<file path="src/rtl/tvm_vpi_ram_copy_engine.sv">
// tvm_vpi_ram_copy_engine
// Initiator for the tvm_vpi_ram control/stream interface. A single copy
// command (src, dst, size) is turned into one read request and one write
// request pulse. The read stream is then forwarded word by word into the
// write stream. A stall watchdog aborts a transfer that stops making progress.
module tvm_vpi_ram_copy_engine #(
  parameter int WIDTH   = 8,
  parameter int TIMEOUT = 1024
) (
  input  logic             clk,
  input  logic             rst,
  input  logic             cmd_valid,
  output logic             cmd_ready,
  input  logic [31:0]      cmd_src_addr,
  input  logic [31:0]      cmd_dst_addr,
  input  logic [31:0]      cmd_size,
  output logic             busy,
  output logic             done,
  output logic             err,
  output logic             ctrl_read_req,
  output logic [31:0]      ctrl_read_addr,
  output logic [31:0]      ctrl_read_size,
  output logic             ctrl_write_req,
  output logic [31:0]      ctrl_write_addr,
  output logic [31:0]      ctrl_write_size,
  input  logic [WIDTH-1:0] read_data,
  input  logic             read_valid,
  output logic             read_dequeue,
  output logic             write_enable,
  output logic [WIDTH-1:0] write_data,
  input  logic             write_full
);

  // Stall counter only has to reach TIMEOUT.
  localparam int SW = (TIMEOUT < 2) ? 1 : $clog2(TIMEOUT + 1);

  typedef enum logic [1:0] {
    S_IDLE = 2'd0,
    S_REQ  = 2'd1,
    S_COPY = 2'd2
  } state_e;

  state_e        state_q, state_d;
  logic          init_q;          // low until the first edge after reset
  logic [31:0]   src_q,  src_d;
  logic [31:0]   dst_q,  dst_d;
  logic [31:0]   size_q, size_d;
  logic [31:0]   cnt_q,  cnt_d;
  logic [SW-1:0] stall_q, stall_d;
  logic          done_q, done_d;
  logic          err_q,  err_d;
  // Marks the done cycle of a zero-size command: the engine stays in IDLE
  // but reports busy for that one cycle and does not take a new command.
  logic          zero_q, zero_d;

  logic          in_copy_s;
  logic          xfer_s;
  logic          accept_s;
  logic          last_s;
  logic          stall_hit_s;

  // Stream handshake and command acceptance decode.
  always_comb begin
    in_copy_s   = (state_q == S_COPY);
    xfer_s      = in_copy_s & read_valid & ~write_full;
    cmd_ready   = (state_q == S_IDLE) & init_q & ~zero_q;
    accept_s    = cmd_valid & cmd_ready;
    last_s      = xfer_s & ((cnt_q + 32'd1) == size_q);
    stall_hit_s = in_copy_s & ~xfer_s & (stall_q == SW'(TIMEOUT - 1));
  end

  // Next-state, counter and completion-pulse logic.
  always_comb begin
    state_d = state_q;
    src_d   = src_q;
    dst_d   = dst_q;
    size_d  = size_q;
    cnt_d   = cnt_q;
    stall_d = stall_q;
    done_d  = 1'b0;
    err_d   = 1'b0;
    zero_d  = 1'b0;
    case (state_q)
      S_IDLE: begin
        if (accept_s) begin
          src_d   = cmd_src_addr;
          dst_d   = cmd_dst_addr;
          size_d  = cmd_size;
          cnt_d   = 32'd0;
          stall_d = '0;
          if (cmd_size == 32'd0) begin
            // Nothing to move: finish without touching the RAM.
            done_d = 1'b1;
            zero_d = 1'b1;
          end else begin
            state_d = S_REQ;
          end
        end else begin
          state_d = S_IDLE;
        end
      end
      S_REQ: begin
        state_d = S_COPY;
      end
      S_COPY: begin
        if (xfer_s) begin
          cnt_d   = cnt_q + 32'd1;
          stall_d = '0;
          if (last_s) begin
            state_d = S_IDLE;
            done_d  = 1'b1;
          end else begin
            state_d = S_COPY;
          end
        end else if (stall_hit_s) begin
          // Transfer hung: give up, partial data is left where it landed.
          state_d = S_IDLE;
          err_d   = 1'b1;
        end else begin
          stall_d = stall_q + SW'(1);
        end
      end
      default: begin
        state_d = S_IDLE;
      end
    endcase
  end

  // State and datapath registers with asynchronous active-low reset.
  always_ff @(posedge clk or negedge rst) begin
    if (!rst) begin
      state_q <= S_IDLE;
      init_q  <= 1'b0;
      src_q   <= 32'd0;
      dst_q   <= 32'd0;
      size_q  <= 32'd0;
      cnt_q   <= 32'd0;
      stall_q <= '0;
      done_q  <= 1'b0;
      err_q   <= 1'b0;
      zero_q  <= 1'b0;
    end else begin
      state_q <= state_d;
      init_q  <= 1'b1;
      src_q   <= src_d;
      dst_q   <= dst_d;
      size_q  <= size_d;
      cnt_q   <= cnt_d;
      stall_q <= stall_d;
      done_q  <= done_d;
      err_q   <= err_d;
      zero_q  <= zero_d;
    end
  end

  // Output drive: pulses come from registers, stream controls follow xfer.
  always_comb begin
    busy            = (state_q != S_IDLE) | zero_q;
    done            = done_q;
    err             = err_q;
    ctrl_read_req   = (state_q == S_REQ);
    ctrl_write_req  = (state_q == S_REQ);
    ctrl_read_addr  = src_q;
    ctrl_read_size  = size_q;
    ctrl_write_addr = dst_q;
    ctrl_write_size = size_q;
    read_dequeue    = xfer_s;
    write_enable    = xfer_s;
    if (in_copy_s) begin
      write_data = read_data;
    end else begin
      write_data = {WIDTH{1'b0}};
    end
  end

endmodule
</file>
<file path="config.mk">
export PLATFORM = sky130hd
export DESIGN_NAME = tvm_vpi_ram_copy_engine
export DESIGN_NICKNAME = d
export VERILOG_FILES = /design/src/rtl/tvm_vpi_ram_copy_engine.sv
export SDC_FILE = /design/constraint.sdc
export NUM_CORES = 1
export LEC_CHECK = 0
export ABC_CLOCK_PERIOD_IN_PS = 3000
export CAP_MARGIN = 5
export CORE_ASPECT_RATIO = 1.5
export CORE_MARGIN = 3
export CORE_UTILIZATION = 46
export DETAILED_ROUTE_END_ITERATION = 8
export GPL_ROUTABILITY_DRIVEN = 0
export PLACE_DENSITY = 0.81
export RECOVER_POWER = 25
export SKIP_LAST_GASP = 1
export SYNTH_ARGS = -nofsm -noshare
export SYNTH_HDL_FRONTEND = slang
export SYNTH_SLANG_ARGS = --single-unit
</file>
<file path="constraint.sdc">
create_clock -name clk -period 3 [get_ports clk]
set_input_delay 0.6 -clock clk [delete_from_list [all_inputs] [get_ports clk]]
set_output_delay 0.6 -clock clk [all_outputs]
set_load 0.03 [all_outputs]
</file>
== Word level (Yosys, flattened, before mapping) ==
Index checks and enable logic that the tools add are counted.

* Input port bits: 109
* Bits in registers: 145
* Output and inout port bits: 144
* Word-level logic and storage cells: 64

* Multiplexer cells: 23
* Equality and inequality tests: 9
* Bitwise logic cells: 12
* Add/subtract/negate cells: 2
* Reductions and logical operators: 8

{| class="wikitable"
|+ Operators by type and width
! cell !! number
|-
| $mux 32 || 2
|-
| $pmux 32 s2 || 1
|-
| $mux 11 || 3
|-
| $add 32x1->32 const B || 1
|-
| $eq 32x32->1 || 1
|-
| $logic_not 32->1 || 1
|-
| $pmux 11 s2 || 1
|-
| $add 11x1->11 const B || 1
|-
| $eq 11x10->1 const B || 1
|-
| $mux 2 || 5
|-
| $and 1x1->1 || 8
|-
| $mux 1 || 8
|-
| $mux 8 || 1
|-
| $ne 3x3->1 const B || 2
|-
| $pmux 2 s3 || 1
|-
| $reduce_and 3->1 || 2
|-
| $ne 2x2->1 const B || 2
|-
| $reduce_and 2->1 || 2
|-
| $reduce_bool 2->1 || 2
|-
| $ne 3x2->1 const B || 1
|-
| $not 1->1 || 3
|-
| $eq 2x1->1 const B || 1
|-
| $eq 2x2->1 const B || 1
|-
| $logic_not 2->1 || 1
|-
| other kinds (2) || 2
|}

== Depth between registers and ports, before layout ==
Gate-level depths: netlist (run 1).

* Word-level depth: 9
* Mapped depth: 10
* Depth with buffers taken out: 9

== Worst setup path after synthesis (run 1) ==
No wires, ideal clock.

* Path kind: register to register
* Start: register cnt_q[0]
* End: register state_q[1]
* Period minus slack after synthesis: 2.430 ns
* Setup slack: 0.570 ns
* Arrival: 2.297 ns
* Path buffers: 0
* Data required time: 2.867 ns
* Cell stages (with the launch flop): 10
* Cells stage by stage: dfrtp_1 > ha_1 > nand4_1 > or3_1 > nor3_1 > a31oi_1 > nor4_2 > nand4_1 > nor4_2 > o21ai_1

* Word-level cells in the longest chain between the ends: 6

{| class="wikitable"
|+ RTL lines
! what !! RTL line !! RTL
|-
| from (decl) || 48 || <nowiki>logic [31:0] cnt_q, cnt_d;</nowiki>
|-
| from (signal assigned) || 148 || <nowiki>cnt_q <= cnt_d;</nowiki>
|-
| $add 32x1->32 || 68 || <nowiki>last_s = xfer_s & ((cnt_q + 32'd1) == size_q);</nowiki>
|-
| $eq 32x32->1 || 68 ||
|-
| $and 1x1->1 || 68 ||
|-
| $mux 2 || 109 || <nowiki>if (last_s) begin</nowiki>
|-
| $mux 2 || 106 || <nowiki>if (xfer_s) begin</nowiki>
|-
| $pmux 2 s3 || 83 || <nowiki>case (state_q)</nowiki>
|-
| to (signal assigned) || 143 || <nowiki>state_q <= state_d;</nowiki>
|-
| to (decl) || 43 || <nowiki>state_e state_q, state_d;</nowiki>
|}

Every way passes these cells.
A chain may end at the register's enable or synchronous reset.

== Worst setup path in the final report (run 1) ==
* Start: register cnt_q[10]
* End: register done_q, in the netlist done

* Word-level cells in the longest chain between the ends: 6

{| class="wikitable"
|+ RTL lines
! what !! RTL line !! RTL
|-
| $add 32x1->32 || 68 ||
|-
| $eq 32x32->1 || 68 ||
|-
| $and 1x1->1 || 68 ||
|-
| $mux 1 || 109 ||
|-
| $mux 1 || 106 ||
|-
| $pmux 1 s2 || 83 ||
|-
| via done_d || 50 || <nowiki>logic done_q, done_d;</nowiki>
|-
| to (signal assigned) || 150 || <nowiki>done_q <= done_d;</nowiki>
|-
| to (decl) || 50 ||
|}

The timed path passes the listed nets, and every way through them passes these cells.

==> results of run 1 <==
## cells in the mapped netlist (9+ instances only)
cell type,instances
dfrtp_1,145
mux2_2,98
o21ai_0,55
buf_4,37
nand2_1,30
nor2_1,29
a21oi_1,27
clkbuf_1,26
nand3_1,20
nand4_1,20
xnor2_1,19
xor2_1,17
and2_1,15
nor4_1,14
and3_1,13
a31oi_1,12
o31ai_1,12
inv_1,10
buf_2,9
## final timing paths
| path | startpoint | to | slack, ps | cells past startpoint |
|---|---|---|---|---|
| max in group asynchronous | rst | ctrl_read_size[7]$_DFFE_PN0P_ | 480 | 2 |
| min in group asynchronous | rst | ctrl_read_addr[19]$_DFFE_PN0P_ | 670 | 1 |
| worst max-delay path | cnt_q[10]$_DFFE_PN0P_ | done$_DFF_PN0_ | 270 | 8 |
| worst max register to register | cnt_q[10]$_DFFE_PN0P_ | done$_DFF_PN0_ | 270 | 8 |
| worst min-delay path | stall_q[6]$_DFFE_PN0P_ | stall_q[6]$_DFFE_PN0P_ | 480 | 1 |
| worst min register to register | stall_q[6]$_DFFE_PN0P_ | stall_q[6]$_DFFE_PN0P_ | 480 | 1 |
## timing repair
item / in CTS / in global routing
setup buffers: 0 / 0
endpoints found under the setup margin: 0 / 2
gates resized for setup: 0 / 2
## cell type report
cell class / count / area share
clock buffer: 18 / 0.0406
clock inverter: 14 / 0.0134
tap: 203 / 0.0240
sequential: 145 / 0.344
multi-input combinational: 457 / 0.322
inverter: 10 / 0.00355
timing repair buffer: 271 / 0.253
## registers in the layout (all words and copies together) (netlist names)
name and count:
ctrl_read_size 32, cnt_q 32, ctrl_read_addr 32, ctrl_write_addr 32
err 1, done 1, init_q 1, zero_q 1
state_q 2, stall_q 11
## where the power goes
group	leakage (nW)	internal, W	switching (W)	total [W]
Sequential	1.80	0.00266	0.000712	0.00337
Combinational	2.28	0.00254	0.00315	0.00569
Clock	0.278	0.00111	0.000941	0.00205
## stage by stage
stage	utilization	cell area [um2]
6_report	0.670	10600
3_3_place_gp	0.635	10000
2_1_floorplan	-	7480
3_5_place_dp	0.635	10000
4_1_cts	0.672	10600
5_1_grt	0.670	10600
## per-layer routing
layer / global-route usage / wire length (um) / vias to the layer above
met5: 0 / 0 / -
met4: 0.103 / 819 / 0
met3: 0.0624 / 1570 / 55
met2: 0.432 / 11500 / 296
met1: 0.293 / 7830 / 3079
li1: - / - / 2901
## kinds of logic after synthesis
| kind of cell | count (synthesis) | share of synthesized area |
|---|---|---|
| AO/OA/AOI/OAI | 129 | 0.103 |
| XOR/XNOR | 36 | 0.0422 |
| multiplexers | 104 | 0.156 |
| buffers and inverters | 85 | 0.0628 |
| flip-flops | 145 | 0.485 |
| adder cells (fa/ha/maj) | 2 | 0.00335 |
| other | 1 | 0.000502 |
| AND/OR/NAND/NOR | 185 | 0.147 |
## worst reg2reg max path, stage by stage, from the launching register on
cell      delay [ps]
dfrtp_1          570
nand4_4          220
or4_4            620
a211oi_2         160
a21oi_1           70
nor4_2           340
nand4_1          150
nor4_2           360
a21o_1           170
==> impl_metrics.csv, run 1 <==
group,metric,value,unit
yosys,syn_inst,687,
timing,drv_slew,75,
die,fp.dieW,110,um
detailed_routing,routed-via-count,6331,
grt,grt_first_pass_wirelength,34.6,mm
worst_setup_path,crit_chain,"nand4_4 -> or4_4 -> a211oi_2 -> a21oi_1 -> nor4_2 -> nand4_1 -> nor4_2 -> a21o_1",
grt,antenna_found_initial,0,
die,initial_utilization,0.474,
yosys,syn_avg_cell_area,10.9,um2
timing,finalHoldViolCount,0,
job,drv_cap,1,
cts,clockBufferDepth,2,
cts,cts.clk_slew.worst_paths,70,ps
timing,worst_slew_pin_slew,1860,ps
cts,cts_tree,"yes",
detailed_routing,viasPerCell,5.66,
cts,hold_buffers,0,
die,core_region_area,15800,um2
yosys,synth_warnings,0,
worst_setup_path,cp_max_fo,12,
detailed_routing,dr.pass1.iters,6,
worst_setup_path,crit_required,3360,ps
pwr,leakage,4.36,nW
worst_setup_path,criticalPathCategory,"register to register",
yosys,synth-main-ff-cell,"dfrtp_1",
grt,grt_overflow_total,0,
timing,slew_headroom,-0.237,
yosys,synth_top_area_share,0.485,
yosys,yosysTopAreaCell,"dfrtp_1",
grt,grtUsageTotal,0.250,
timing,setup_viol,0,
cts,clock-root-buffer,"clkbuf_16",
yosys,synth_nets,798,
worst_setup_path,worstPathArrival,3090,ps
cts,numCtsBuffers,17,
finish,multiInputGateArea,3400,um2
timing,fin_crit,2730,ps
yosys,syn_area,7480,um2
finish,fin_cells,1118,
detailed_routing,avgRoutedWirePerCell,19.5,um
yosys,ys_ff_latch,145,
yosys,synthTopCellsByArea,"dfrtp_1 49%, mux2_2 15%, buf_4 3.7%, o21ai_0 3.7%, xnor2_1 2.2%",
yosys,synth_edf_count,0,
worst_hold_path,hold_class,"register to register",
pwr,power,0.0111,W
yosys,synthArstFlopShare,1.00,
finish,layout_common_cells,"249 x clkdlybuf4s50_1, 145 x dfrtp_1, 98 x mux2_2",
place,numPortBuffers,252,
timing,whs,483,ps
worst_setup_path,slowest_stage,"or4_4",
cts,worstSkewPairLatency,420,ps
finish,n_antenna_cell,0,
timing,rsz0062_at_grt,"no",
die,die_area,17800,um2
timing,period_share,0.909,
run_status,outcome,"finished, violations left",
detailed_routing,drc,0,
detailed_routing,drt_wl_total,21.8,mm
die,die_h,162,um
finish,syn2layout_area_growth,41.3,%
timing,setup_total_negative_slack,0,ps
yosys,synth_cell_type_count,57,
cts,cts.sinks,145,
worst_setup_path,cpMostUsedCell,"nor4_2",
finish,nNetsFinal,1013,
pwr,power.density,1050,nW/um2
place,hpwl,16.0,mm
die,io_pins,253,
detailed_routing,antenna_left,0,
pwr,ir_drop,745,uV
worst_setup_path,crit_buf_inv,0,
yosys,ys_seq_area_frac,0.485,
detailed_routing,drt_iter0_drc,431,
run_status,violations,"capacitance limit, slew limit",
timing,finalWorstSetupSlack,272,ps
timing,finClkSkew,10.9,ps
worst_setup_path,crit_path_start_kind,"register",
finish,seq_area,3630,um2
worst_setup_path,crit_family,"simple AND/OR/NAND/NOR gates",
grt,grt_start_max_net_pins,99,
place,dp_slack,234,ps
finish,fillerInstances,1183,
cts,htree_num_levels,4,
timing,fmax,367,MHz
finish,final_common_cell,"clkdlybuf4s50_1",
grt,grt_pass1_vias,6506,
worst_setup_path,cpPeakStageDelay,620,ps
finish,drive_gt1_frac,0.185,
place,dp_cells,1086,
die,fp-row-count,56,
worst_setup_path,cp-end-kind,"register",
No activity file was read; power rests on OpenSTA's default activity.
==> run 2, diff against run 1 <==
--- a/config.mk
+++ b/config.mk
@@ -9,12 +9,13 @@
 export CAP_MARGIN = 5
 export CORE_ASPECT_RATIO = 1.5
 export CORE_MARGIN = 3
-export CORE_UTILIZATION = 46
+export CORE_UTILIZATION = 45
 export DETAILED_ROUTE_END_ITERATION = 8
 export GPL_ROUTABILITY_DRIVEN = 0
-export PLACE_DENSITY = 0.81
+export PLACE_DENSITY = 0.79
 export RECOVER_POWER = 25
 export SKIP_LAST_GASP = 1
+export SLEW_MARGIN = 20
 export SYNTH_ARGS = -nofsm -noshare
 export SYNTH_HDL_FRONTEND = slang
 export SYNTH_SLANG_ARGS = --single-unit
==> run 2 against run 1 <==
The run still ends with capacitance limit, slew limit left. Largest cell class unchanged. Combinational power up 0.7%. Clock-buffer cell count is 1 lower. Flip-flop and latch count unchanged. Critical path type unchanged. Critical path depth stayed put. Critical endpoint unchanged. Sequential share of layout area is 0.081 points lower. Hold slack improved by 11 ps.
==> impl_metrics.csv, run 2 (synthesis gave the netlist of run 1 again) <==
group,metric,value,unit
run_status,outcome,"finished, violations left",
run_status,violations,"capacitance limit, slew limit",
place,hpwl,16.1,mm
finish,nNetsFinal,1012,
detailed_routing,drt_iter0_drc,411,
worst_setup_path,cp_max_fo,11,
cts,cts.sinks,145,
detailed_routing,drc,0,
worst_setup_path,worstPathArrival,3130,ps
die,fp.dieW,111,um
die,initial_utilization,0.460,
timing,drv_slew,70,
finish,syn2layout_area_growth,41.6,%
cts,clockBufferDepth,2,
die,die_h,164,um
grt,grt_pass1_vias,6526,
worst_setup_path,crit_buf_inv,0,
finish,layout_common_cells,"249 x clkdlybuf4s50_1, 145 x dfrtp_1, 98 x mux2_2",
cts,cts_tree,"yes",
worst_hold_path,hold_class,"register to register",
worst_setup_path,slowest_stage,"or4_4",
cts,cts.clk_slew.worst_paths,60,ps
timing,period_share,0.920,
grt,grt_start_max_net_pins,82,
cts,worstSkewPairLatency,430,ps
timing,setup_total_negative_slack,0,ps
timing,fin_crit,2760,ps
worst_setup_path,crit_chain,"nand4_4 -> or4_4 -> nor4_1 -> o32ai_1 -> nor4_1 -> nand3_1 -> nor4_2 -> a21o_1",
pwr,ir_drop,669,uV
cts,clock-root-buffer,"clkbuf_16",
worst_setup_path,cpMostUsedCell,"nor4_1",
worst_setup_path,crit_path_start_kind,"register",
grt,grt_first_pass_wirelength,35.0,mm
place,dp_slack,173,ps
cts,hold_buffers,0,
detailed_routing,drt_wl_total,22.1,mm
job,drv_cap,1,
finish,final_common_cell,"clkdlybuf4s50_1",
cts,numCtsBuffers,17,
pwr,power.density,1060,nW/um2
cts,htree_num_levels,4,
worst_setup_path,crit_family,"simple AND/OR/NAND/NOR gates",
die,io_pins,253,
worst_setup_path,cp-end-kind,"register",
timing,worst_slew_pin_slew,1810,ps
finish,drive_gt1_frac,0.184,
detailed_routing,dr.pass1.iters,4,
grt,antenna_found_initial,1,
pwr,leakage,4.36,nW
grt,grt_overflow_total,0,
grt,grtUsageTotal,0.241,
timing,finClkSkew,12.3,ps
timing,setup_viol,0,
timing,finalWorstSetupSlack,239,ps
die,die_area,18200,um2
die,core_region_area,16300,um2
worst_setup_path,cpPeakStageDelay,620,ps
detailed_routing,routed-via-count,6243,
detailed_routing,viasPerCell,5.57,
worst_setup_path,criticalPathCategory,"register to register",
detailed_routing,avgRoutedWirePerCell,19.7,um
worst_setup_path,crit_required,3360,ps
place,numPortBuffers,252,
timing,finalHoldViolCount,0,
detailed_routing,antenna_left,0,
timing,fmax,362,MHz
timing,slew_headroom,-0.207,
die,fp-row-count,57,
[run 2: cell types whose count changed in the layout (fill, tap and decap cells not counted), moves of 2 or more]
cell	before	now
clkbuf_2	3	1
inv_8	5	1
clkinvlp_4	1	4
bufinv_16	0	3
[run 2: path summary, 6_finish.rpt]
| path | startpoint | endpoint | slack, ps | cells after the start |
|---|---|---|---|---|
| max | cnt_q[11]$_DFFE_PN0P_ | done$_DFF_PN0_ | 240 | 8 |
| min | stall_q[9]$_DFFE_PN0P_ | stall_q[9]$_DFFE_PN0P_ | 490 | 1 |
| max reg2reg | cnt_q[11]$_DFFE_PN0P_ | done$_DFF_PN0_ | 240 | 8 |
| min reg2reg | stall_q[9]$_DFFE_PN0P_ | stall_q[9]$_DFFE_PN0P_ | 490 | 1 |
| max in group asynchronous | rst | ctrl_write_addr[20]$_DFFE_PN0P_ | 460 | 2 |
| min in group asynchronous | rst | ctrl_read_addr[11]$_DFFE_PN0P_ | 660 | 1 |
[run 2: stage by stage]
stage / utilization / hold WS [ps] / std cells / area (um2) / power [W]
6_report: 0.651 / 495 / 1120 / 10600 / 0.0113
5_1_grt: 0.651 / 518 / 1120 / 10600 / 0.0118
4_1_cts: 0.651 / 214 / 1118 / 10600 / 0.0113
3_5_place_dp: 0.614 / 487 / 1087 / 9980 / 0.00910
3_3_place_gp: 0.614 / 470 / 1087 / 9980 / 0.00901
2_1_floorplan: - / 304 / 687 / 7480 / 0.00675
[run 2: cell type report]
class                   instances  area (um2)
clock inverters                14         180
repair buffers                270        2650
flip-flops and latches        145        3630
multi-input cells             457        3400
clock buffers                  17         425
fillers                      1304        5670
well taps                     206         258
inverters                      10        37.5
diodes                          1        2.50
[run 2: layer usage]
metal	share of wire	vias up	GRT usage	wire, um
met3	0.062	41	0.0726	1370
met4	0.026	0	0.0897	584
met1	0.38	3062	0.279	8430
li1	-	2900	-	-
met2	0.53	240	0.421	11700
met5	0	-	0	0
[run 2: where the power goes]
group	internal [W]	total [W]	switching (W)
combinational	0.00255	0.00573	0.00319
sequential	0.00266	0.00333	0.000676
clock	0.00131	0.00219	0.000872
total	0.00652	0.0113	0.00473
[run 2: worst register-to-register path, delay by kind of cell, from the launching register on]
| family | cells | cell delay [ps] |
|---|---|---|
| and+or+nand+nor | 6 | 1830 |
| DFF | 1 | 570 |
| AOI/OAI and AO/OA | 2 | 320 |
[run 2: repair_timing]
action,in CTS,in global routing
gates resized for setup,0,2
buffers inserted,0,1
setup endpoints to repair,0,10
==> run 3, diff against run 2 <==
--- a/config.mk
+++ b/config.mk
@@ -6,13 +6,13 @@
 export NUM_CORES = 1
 export LEC_CHECK = 0
 export ABC_CLOCK_PERIOD_IN_PS = 3000
-export CAP_MARGIN = 5
+export CAP_MARGIN = 20
 export CORE_ASPECT_RATIO = 1.5
 export CORE_MARGIN = 3
 export CORE_UTILIZATION = 45
 export DETAILED_ROUTE_END_ITERATION = 8
 export GPL_ROUTABILITY_DRIVEN = 0
-export PLACE_DENSITY = 0.79
+export PLACE_DENSITY_LB_ADDON = 0.1
 export RECOVER_POWER = 25
 export SKIP_LAST_GASP = 1
 export SLEW_MARGIN = 20
==> run 3 against run 2 <==
The flow still finishes with violations (capacitance limit, slew limit). First-iteration DRC count shrank 12%. Die area is the same. Design area grew 0.15%. Critical endpoint unchanged. Register-to-register slack lost 30 ps. Total power grew 0.97%. Non-clock buffer count shrank 2.
==> impl_metrics.csv, run 3 (synthesis gave the netlist of run 1 again) <==
group,metric,value,unit
detailed_routing,avgRoutedWirePerCell,20.4,um
die,die_h,164,um
cts,cts.sinks,145,
timing,fin_crit,2790,ps
timing,drv_slew,89,
grt,grtUsageTotal,0.246,
worst_setup_path,crit_chain,"nand4_4 -> or4_4 -> a211oi_2 -> a21oi_1 -> nor4_2 -> nand4_1 -> nor4_2 -> a21o_1",
worst_setup_path,crit_required,3360,ps
place,numPortBuffers,252,
die,initial_utilization,0.460,
pwr,power,0.0114,W
worst_setup_path,crit_path_start_kind,"register",
cts,htree_num_levels,4,
pwr,ir_drop,720,uV
cts,clock-root-buffer,"clkbuf_16",
cts,cts_tree,"yes",
detailed_routing,drt_iter0_drc,361,
die,die_area,18200,um2
die,io_pins,253,
timing,finalHoldViolCount,0,
worst_setup_path,rr_worst_depth,8,
finish,fillerInstances,1301,
worst_setup_path,cp_max_fo,12,
detailed_routing,drt_wl_total,22.8,mm
cts,numCtsBuffers,17,
worst_setup_path,criticalPathCategory,"register to register",
die,fp.dieW,111,um
grt,antenna_found_initial,0,
timing,period_share,0.930,
job,drv_cap,1,
grt,grt_start_max_net_pins,90,
detailed_routing,dr.pass1.iters,5,
worst_setup_path,slowest_stage,"or4_4",
timing,finClkSkew,9.29,ps
finish,nNetsFinal,1010,
finish,layout_common_cells,"249 x clkdlybuf4s50_1, 145 x dfrtp_1, 98 x mux2_2",
finish,finalInstanceArea,10600,um2
cts,clockBufferDepth,2,
pwr,power.density,1070,nW/um2
cts,hold_buffers,0,
timing,worst_slew_pin_slew,2280,ps
place,place_area,9970,um2
timing,slew_headroom,-0.520,
finish,final_common_cell,"clkdlybuf4s50_1",
cts,cts.clk_slew.worst_paths,60,ps
finish,n_antenna_cell,0,
die,fp-row-count,57,
pwr,leakage,4.35,nW
timing,fmax,359,MHz
finish,syn2layout_area_growth,41.8,%
detailed_routing,drc,0,
run_status,violations,"capacitance limit, slew limit",
grt,grt_first_pass_wirelength,35.6,mm
worst_hold_path,hold-path-cell-count,1,
cts,post-cts-setup-buffer-count,0,
grt,grt_overflow_total,0,
worst_setup_path,cpMostUsedCell,"nor4_2",
timing,setup_total_negative_slack,0,ps
timing,setup_viol,0,
die,core_region_area,16300,um2
worst_hold_path,hold_class,"register to register",
run_status,outcome,"finished, violations left",
worst_setup_path,cpPeakStageDelay,620,ps
cts,worstSkewPairLatency,430,ps
grt,grt_pass1_vias,6703,
finish,drive_gt1_frac,0.183,
detailed_routing,viasPerCell,5.66,
detailed_routing,routed-via-count,6321,
worst_setup_path,cp-end-kind,"register",
cts,ctsResizeCount,0,
detailed_routing,antenna_left,0,
worst_setup_path,worstPathArrival,3150,ps
place,hpwl,17.1,mm
timing,rsz0062_at_grt,"no",
-- run 3: worst paths after layout --
kind,from,end,slack (ps)
setup / recovery,cnt_q[10]$_DFFE_PN0P_,done$_DFF_PN0_,210
hold / removal,ctrl_read_addr[20]$_DFFE_PN0P_,ctrl_read_addr[20]$_DFFE_PN0P_,510
setup reg to reg,cnt_q[10]$_DFFE_PN0P_,done$_DFF_PN0_,210
hold reg to reg,ctrl_read_addr[20]$_DFFE_PN0P_,ctrl_read_addr[20]$_DFFE_PN0P_,510
max in group asynchronous,rst,ctrl_read_size[19]$_DFFE_PN0P_,810
min in group asynchronous,rst,ctrl_read_addr[30]$_DFFE_PN0P_,840
-- run 3: final cells by class --
cell class              instances  area (um2)  area share
clock buffers                  17         425      0.0401
clock inverters                14         204      0.0192
inverters                      10        37.5     0.00354
multi-input cells             457        3390       0.320
flip-flops and latches        145        3630       0.342
well taps                     206         258      0.0243
repair buffers                268        2660       0.251
-- run 3: worst max-delay path: cells and delay by family, from the launching register on --
kind	cells	cell delay, ps
AOI/OAI and AO/OA	3	410
and+or+nand+nor	5	1730
DFF	1	600
-- run 3: stage by stage --
step                utilization  hold WS (ps)  setup slack (ps)  instances
finish                    0.652           509               211       1117
global route              0.652           516              41.6       1117
CTS                       0.652           281              36.7       1117
detailed placement        0.613           496               276       1086
global placement          0.613           467               347       1086
floorplan                     -           304               570        687
-- run 3: report_power, final --
part | total [W] | internal [W] | switching, W
clock | 0.00226 | 0.00140 | 0.000863
sequential | 0.00337 | 0.00266 | 0.000710
combinational | 0.00573 | 0.00254 | 0.00319
-- run 3: metal layers --
| metal | wire (um) | global-route usage |
|---|---|---|
| met2 | 11900 | 0.436 |
| met1 | 8380 | 0.271 |
| met3 | 1910 | 0.0973 |
| met5 | 0 | 0 |
| met4 | 555 | 0.0802 |
